### config.mk
export PLATFORM = sky130hd
export DESIGN_NAME = modbus_scan_master
export DESIGN_NICKNAME = d
export VERILOG_FILES = /design/src/rtl/modbus_scan_master.sv
export SDC_FILE = /design/constraint.sdc
export NUM_CORES = 1
export LEC_CHECK = 0
export CORE_ASPECT_RATIO = 1.1
export CORE_MARGIN = 5
export CORE_UTILIZATION = 53
export CTS_CLUSTER_SIZE = 28
export DETAILED_ROUTE_END_ITERATION = 10
export GPL_TIMING_DRIVEN = 0
export PLACE_DENSITY = 0.8
export REMOVE_ABC_BUFFERS = 1
export SLEW_MARGIN = 20
export SYNTH_ARGS = -nofsm -noshare
export SYNTH_HDL_FRONTEND = slang
export SYNTH_SLANG_ARGS = --single-unit
export TNS_END_PERCENT = 5
### constraint.sdc
create_clock -name clk -period 6.16 [get_ports clk]
set_input_delay 1.232 -clock clk [delete_from_list [all_inputs] [get_ports clk]]
set_output_delay 1.232 -clock clk [all_outputs]
set_load 0.01 [all_outputs]
### src/rtl/modbus_scan_master.sv
// modbus_scan_master: periodic Modbus request initiator (RTU, CRC-16) with response timeout and retry.
// Define MODBUS_SCAN_ASCII_EN to add ASCII framing (':' hex LRC CR LF) selected by cfg_ascii_en.
module modbus_scan_master #(
  parameter int RSP_TO_MS = 100
) (
  input  logic        clk,
  input  logic        rst,
  input  logic        tick_1ms,
  input  logic        cfg_ascii_en,
  input  logic        scan_en,
  input  logic [3:0]  scan_retry_max,
  input  logic [15:0] scan_period_ms,
  input  logic [7:0]  scan_slave,
  input  logic [7:0]  scan_func,
  input  logic [15:0] scan_start_addr,
  input  logic [15:0] scan_qty,
  output logic [7:0]  tx_b,
  output logic        tx_b_v,
  input  logic        tx_b_rdy,
  output logic        tx_sof,
  output logic        tx_eof,
  input  logic        rsp_v,
  input  logic [7:0]  rsp_addr,
  input  logic [7:0]  rsp_func,
  input  logic        rsp_crc_err,
  output logic        busy,
  output logic [15:0] scan_cycles_done,
  output logic [15:0] scan_err_count
);
  // state | meaning: IDLE off | BUILD latch CSRs, fold CRC | SEND stream frame | WAIT_RSP await reply | WAIT_PERIOD pace
  typedef enum logic [2:0] {S_IDLE, S_BUILD, S_SEND, S_WAIT_RSP, S_WAIT_PERIOD} state_t;

  localparam logic [15:0] TO_LIM = 16'(RSP_TO_MS);

  state_t      state, state_nxt;
  logic [7:0]  f_slave, f_func, tx_nxt;
  logic [15:0] f_addr, f_qty, crc, period_cnt, to_cnt;
  logic [4:0]  idx, frame_len;
  logic [3:0]  attempts;
  logic        frame_open, ascii_mode, func_ok, rsp_match;
  logic        start_build, fold, issue, eof_now, retry, done_inc, err_inc;
  logic [7:0]  pl [8];

  function automatic logic [15:0] crc_fold(input logic [15:0] c, input logic [7:0] b);
    logic [15:0] r;
    r = c ^ {8'h00, b};
    for (int k = 0; k < 8; k++) r = r[0] ? ((r >> 1) ^ 16'hA001) : (r >> 1);
    return r;
  endfunction

  assign pl[0] = f_slave;
  assign pl[1] = f_func;
  assign pl[2] = f_addr[15:8];
  assign pl[3] = f_addr[7:0];
  assign pl[4] = f_qty[15:8];
  assign pl[5] = f_qty[7:0];
  assign pl[6] = crc[7:0];
  assign pl[7] = crc[15:8];

  assign func_ok   = (f_func >= 8'd1) && (f_func <= 8'd6);
  assign rsp_match = rsp_v && (rsp_addr == f_slave);
  assign frame_len = ascii_mode ? 5'd17 : 5'd8;
  assign busy      = (state == S_BUILD) || (state == S_SEND) || (state == S_WAIT_RSP);
  assign issue     = (state == S_SEND) && scan_en && tx_b_rdy && !tx_b_v && (idx < frame_len);
  // An abandoned frame still gets its tx_eof so the bridge can close it.
  assign eof_now   = (state == S_SEND) && (scan_en ? (idx == frame_len) : frame_open);

`ifdef MODBUS_SCAN_ASCII_EN
  logic [7:0] lrc_sum, lrc, abyte;
  logic [3:0] am1;

  function automatic logic [7:0] hex_chr(input logic [3:0] n);
    return (n < 4'd10) ? (8'h30 + {4'h0, n}) : (8'h37 + {4'h0, n});
  endfunction

  always_ff @(posedge clk or posedge rst) begin
    if (rst) begin
      ascii_mode <= 1'b0;
      lrc_sum    <= 8'h00;
    end else if (start_build) begin
      ascii_mode <= cfg_ascii_en;
      lrc_sum    <= 8'h00;
    end else if (fold) begin
      lrc_sum <= lrc_sum + pl[idx[2:0]];
    end
  end
`else
  logic unused_cfg;
  assign unused_cfg = cfg_ascii_en;
  assign ascii_mode = 1'b0;
`endif

  always_comb begin
    tx_nxt = pl[idx[2:0]];
`ifdef MODBUS_SCAN_ASCII_EN
    am1   = idx[3:0] - 4'd1;
    lrc   = 8'h00 - lrc_sum;
    abyte = pl[am1[3:1]];
    if (ascii_mode) begin
      if (idx == 5'd0)       tx_nxt = 8'h3A;
      else if (idx <= 5'd12) tx_nxt = hex_chr(am1[0] ? abyte[3:0] : abyte[7:4]);
      else if (idx == 5'd13) tx_nxt = hex_chr(lrc[7:4]);
      else if (idx == 5'd14) tx_nxt = hex_chr(lrc[3:0]);
      else if (idx == 5'd15) tx_nxt = 8'h0D;
      else                   tx_nxt = 8'h0A;
    end
`endif
  end

  always_comb begin
    state_nxt   = state;
    start_build = 1'b0;
    fold        = 1'b0;
    retry       = 1'b0;
    done_inc    = 1'b0;
    err_inc     = 1'b0;
    case (state)
      S_IDLE: begin
        state_nxt   = S_BUILD;
        start_build = 1'b1;
      end
      S_BUILD: begin
        if (!func_ok) begin
          err_inc   = 1'b1;
          state_nxt = S_WAIT_PERIOD;
        end else begin
          fold = 1'b1;
          if (idx == 5'd5) state_nxt = S_SEND;
        end
      end
      S_SEND: if (eof_now) state_nxt = S_WAIT_RSP;
      S_WAIT_RSP: begin
        if (rsp_match && (rsp_func == f_func)) begin
          done_inc  = 1'b1;
          state_nxt = S_WAIT_PERIOD;
        end else if (rsp_match && (rsp_func == (f_func | 8'h80))) begin
          err_inc   = 1'b1;
          state_nxt = S_WAIT_PERIOD;
        end else if (rsp_crc_err || (to_cnt >= TO_LIM)) begin
          if (attempts < scan_retry_max) begin
            retry     = 1'b1;
            state_nxt = S_SEND;
          end else begin
            err_inc   = 1'b1;
            state_nxt = S_WAIT_PERIOD;
          end
        end
      end
      S_WAIT_PERIOD: begin
        if (period_cnt == 16'd0) begin
          state_nxt   = S_BUILD;
          start_build = 1'b1;
        end
      end
      default: state_nxt = S_IDLE;
    endcase
    if (!scan_en) begin
      state_nxt   = S_IDLE;
      start_build = 1'b0;
      fold        = 1'b0;
      retry       = 1'b0;
      done_inc    = 1'b0;
      err_inc     = 1'b0;
    end
  end

  always_ff @(posedge clk or posedge rst) begin
    if (rst) state <= S_IDLE;
    else     state <= state_nxt;
  end

  always_ff @(posedge clk or posedge rst) begin
    if (rst) begin
      tx_b <= 8'h00;  tx_b_v <= 1'b0;  tx_sof <= 1'b0;  tx_eof <= 1'b0;
      f_slave <= 8'h00;  f_func <= 8'h00;  f_addr <= 16'h0;  f_qty <= 16'h0;
      crc <= 16'h0;  period_cnt <= 16'h0;  to_cnt <= 16'h0;
      idx <= 5'd0;  attempts <= 4'd0;  frame_open <= 1'b0;
      scan_cycles_done <= 16'h0;  scan_err_count <= 16'h0;
    end else begin
      tx_b_v <= issue;
      tx_sof <= issue && (idx == 5'd0);
      tx_eof <= eof_now;
      if (issue) tx_b <= tx_nxt;
      if (issue && (idx == 5'd0)) frame_open <= 1'b1;
      else if (eof_now)           frame_open <= 1'b0;

      // Period runs from request start, so it is loaded together with the CSR snapshot.
      if (start_build) begin
        f_slave    <= scan_slave;
        f_func     <= scan_func;
        f_addr     <= scan_start_addr;
        f_qty      <= scan_qty;
        period_cnt <= scan_period_ms;
      end else if (tick_1ms && (period_cnt != 16'd0)) begin
        period_cnt <= period_cnt - 16'd1;
      end

      if (start_build) crc <= 16'hFFFF;
      else if (fold)   crc <= crc_fold(crc, pl[idx[2:0]]);

      if (start_build || retry)  idx <= 5'd0;
      else if (fold)             idx <= (idx == 5'd5) ? 5'd0 : idx + 5'd1;
      else if (issue)            idx <= idx + 5'd1;

      if ((state == S_SEND) && (state_nxt == S_WAIT_RSP)) to_cnt <= 16'h0;
      else if ((state == S_WAIT_RSP) && tick_1ms)         to_cnt <= to_cnt + 16'd1;

      if (retry) attempts <= attempts + 4'd1;
      else if ((state == S_WAIT_PERIOD) || (state == S_IDLE)) attempts <= 4'd0;

      if (done_inc) scan_cycles_done <= scan_cycles_done + 16'd1;
      if (err_inc)  scan_err_count   <= scan_err_count + 16'd1;
    end
  end
endmodule

==> results by group <==
Floorplanning
  • Initial core utilization: 54.2%
  • Number of top-level pins: 136
  • Core Area: 14,400 µm²
  • Die W: 126 µm
  • Row count: 46
  • Die footprint: 17,300 µm²
  • Chip height: 137 µm

Route
  • Mean number of vias per cell: 5.34
  • Iter 0 DRT Violations: 386
  • First-pass DRT Iterations: 4
  • Residual DRC: 0
  • WL/cell: 15.7 µm
  • Post-DRT Antenna Nets: 0
  • Vias: 6,013
  • Routed WL: 17,700 µm

GRT
  • Vias in the first global route: 5,900
  • Gr usage total: 21.1%
  • GRT overflow: 0
  • First-pass GRT wire length: 29,000 µm
  • Initial antenna violation count: 0
  • Largest net degree at the start of global routing: 88

CTS
  • Clk buf depth: 2
  • CTS resizes: 0
  • CTS sink count: 152
  • Root buffer cell: clkbuf_16
  • H-tree Lvls: 4
  • Cts hold-fix bufs: 0
  • Setup bufs post-CTS: 0
  • Worst skew pair latency: 420 ps
  • Worst-path clk slew: 60 ps
  • CTS tree: built
  • CTS buffer count: 17

Placement
  • Worst slack, placed: 1090 ps
  • I/O Buffers: 134
  • Dpl hpwl: 12,600 µm
  • GPL Wtd Cong: 0.816
  • Cell Area, Placed: 9320 µm²

Yosys
  • Synthesized netlist cell count: 792
  • Synth async-reset ratio: 100%
  • Synthesized cell area: 7830 µm²
  • Synth warn: 0
  • Syn avg cell area: 9.88 µm²
  • Synth Register Bits: 152
  • Top_reg_cell synth: dfrtp_1
  • Number of synthesized flops with an enable pin: 0
  • Register area share after synthesis: 48.6%
  • Synth unique cells: 68

Run status
  • Status: finished clean

Critical path
  • Worst Path Required: 6500 ps
  • CP max FO: 8
  • Worst path arrival time: 4690 ps
  • Worst setup EP type: flop
  • Startpoint class of the critical path: input port
  • Setup CP Type: in2reg

Finish
  • Layout area overhead: 26.1%
  • Layout Utilization: 68.3%
  • Ant. Diodes: 0
  • Area of the multi-input gates: 3800 µm²
  • Fin nets: 1,024
  • Fillers: 1,106
  • Register Area: 3800 µm²
  • Most common library cell in the layout ignoring fill and taps: nand2_1
  • Post-route cell area: 9870 µm²
  • Fraction of layout cells with a size suffix above 1: 7.82%
  • Most frequent cells in the layout: 192 x nand2_1, 151 x dfrtp_1, 134 x clkdlybuf4s50_1

STA
  • Setup ws final: 1800 ps
  • Final Hold Slack: 462 ps
  • Slew margin rel.: 30.5%
  • Final slew viol count: 0
  • RSZ-0062 raised after global routing: false
  • Tightest Pin Transition: 1030 ps
  • Final period util: 70.7%
  • Clock skew: 9.53 ps
  • Final Hold Viols: 0
  • Fmax: 0.230 GHz
  • Final critical-path required period: 4360 ps
  • Final setup fails: 0

Power and ir drop
  • Share of power burned in registers: 40.7%
  • Psw: 1.21 mW
  • Internal Pwr Total: 2.40 mW
  • PwrDens: 366 nW/µm²
  • Static leakage power: 4.45 nW
  • Comb pwr share: 32.5%
  • Switching portion of total power: 33.4%
  • Peak supply drop: 0.230 mV
  • Clock power share: 26.9%

Job
  • Max_cap viols: 0

Hold path
  • HP Class: reg2reg
-- registers in the layout, indices dropped and copies added (netlist names), 5 cells and up --
signal / count
f_qty: 16
f_addr: 16
crc: 16
idx: 5
tx_b: 8
period_cnt: 16
f_func: 8
to_cnt: 16
scan_err_count: 16
f_slave: 8
scan_cycles_done: 16
-- worst paths after layout --
kind	slack (ps)	from	cells past startpoint	end
max	1800	rsp_addr[7]	8	scan_cycles_done[9]
min	460	scan_cycles_done[15]	1	scan_cycles_done[15]
max reg2reg	2620	f_slave[7]	7	scan_cycles_done[9]
min reg2reg	460	scan_cycles_done[15]	1	scan_cycles_done[15]
max in group asynchronous	4110	rst	3	idx[1]
min in group asynchronous	1320	rst	2	to_cnt[5]
-- worst max-delay path, stage by stage --
cell and delay [ps]:
clkdlybuf4s50_1 420, xnor2_1 330, nand4_1 190, nor4_1 810, nor4bb_2 860, nand4_1 400, nor3_1 270, xor2_1 160
-- cells by family (layout without fill, tap and decap cells) --
kind of cell	count (synthesis)	count (layout)	synth area share [%]
xor+xnor	103	103	12.5
compound gates	71	71	6.03
mux	35	35	6.26
flops	152	152	48.6
buf+inv	47	188	3.12
fa+ha+maj	12	12	1.92
simple gates	372	372	21.5
-- metrics by stage --
step           std cells  TNS, ps  total power, mW
5_1_grt             1125        0             3.84
3_3_place_gp        1090  -179830             2.61
6_report            1125        0             3.61
4_1_cts             1125        0             3.63
3_5_place_dp        1093        0             2.65
2_1_floorplan        764        0             2.29
-- synth_stat cells (5+ instances only) --
master    number  area, µm²
a21oi_1       22        110
and3_1        13       81.3
buf_2          9       45.0
buf_6          5       56.3
clkbuf_1      10       37.5
dfrtp_1      152       3800
ha_1          12        150
inv_1         18       67.6
mux2_2         6       67.6
mux2i_1       19        190
mux4_2         8        180
nand2_1      193        724
nand3_1       23        115
nand4_1       16        100
nor2_1        67        251
nor3_1        15       75.1
nor4_1         9       56.3
o21ai_0       17       85.1
o22a_1         6       52.6
xnor2_1       52        455
xor2_1        45        394
-- metal layers --
layer / track usage, % / share of wire [%] / up-vias
met5: 0 / 0 / -
met4: 7.03 / 1.4 / 0
met3: 4.92 / 5.5 / 21
met2: 35.2 / 50 / 150
met1: 27.3 / 43 / 2901
li1: - / - / 2941
-- area by class of cell --
| cell class | instances | share of cell area, % |
|---|---|---|
| Timing Repair Buffer | 137 | 14.2 |
| Inverter | 19 | 0.799 |
| Sequential cell | 152 | 38.5 |
| Clock buffer | 19 | 4.49 |
| Multi-Input combinational cell | 593 | 38.5 |
| Clock inverter | 13 | 1.08 |
| Tap cell | 192 | 2.43 |
-- power groups by stage --
stage               sequential (mW)  clock [mW]  combinational, mW
detailed placement             1.48           0               1.17
global route                   1.50        1.02               1.31
global placement               1.47           0               1.14
CTS                            1.47       0.981               1.18
floorplan                      1.42           0              0.878
finish                         1.47       0.969               1.17
(Power assumes the default switching activity.)
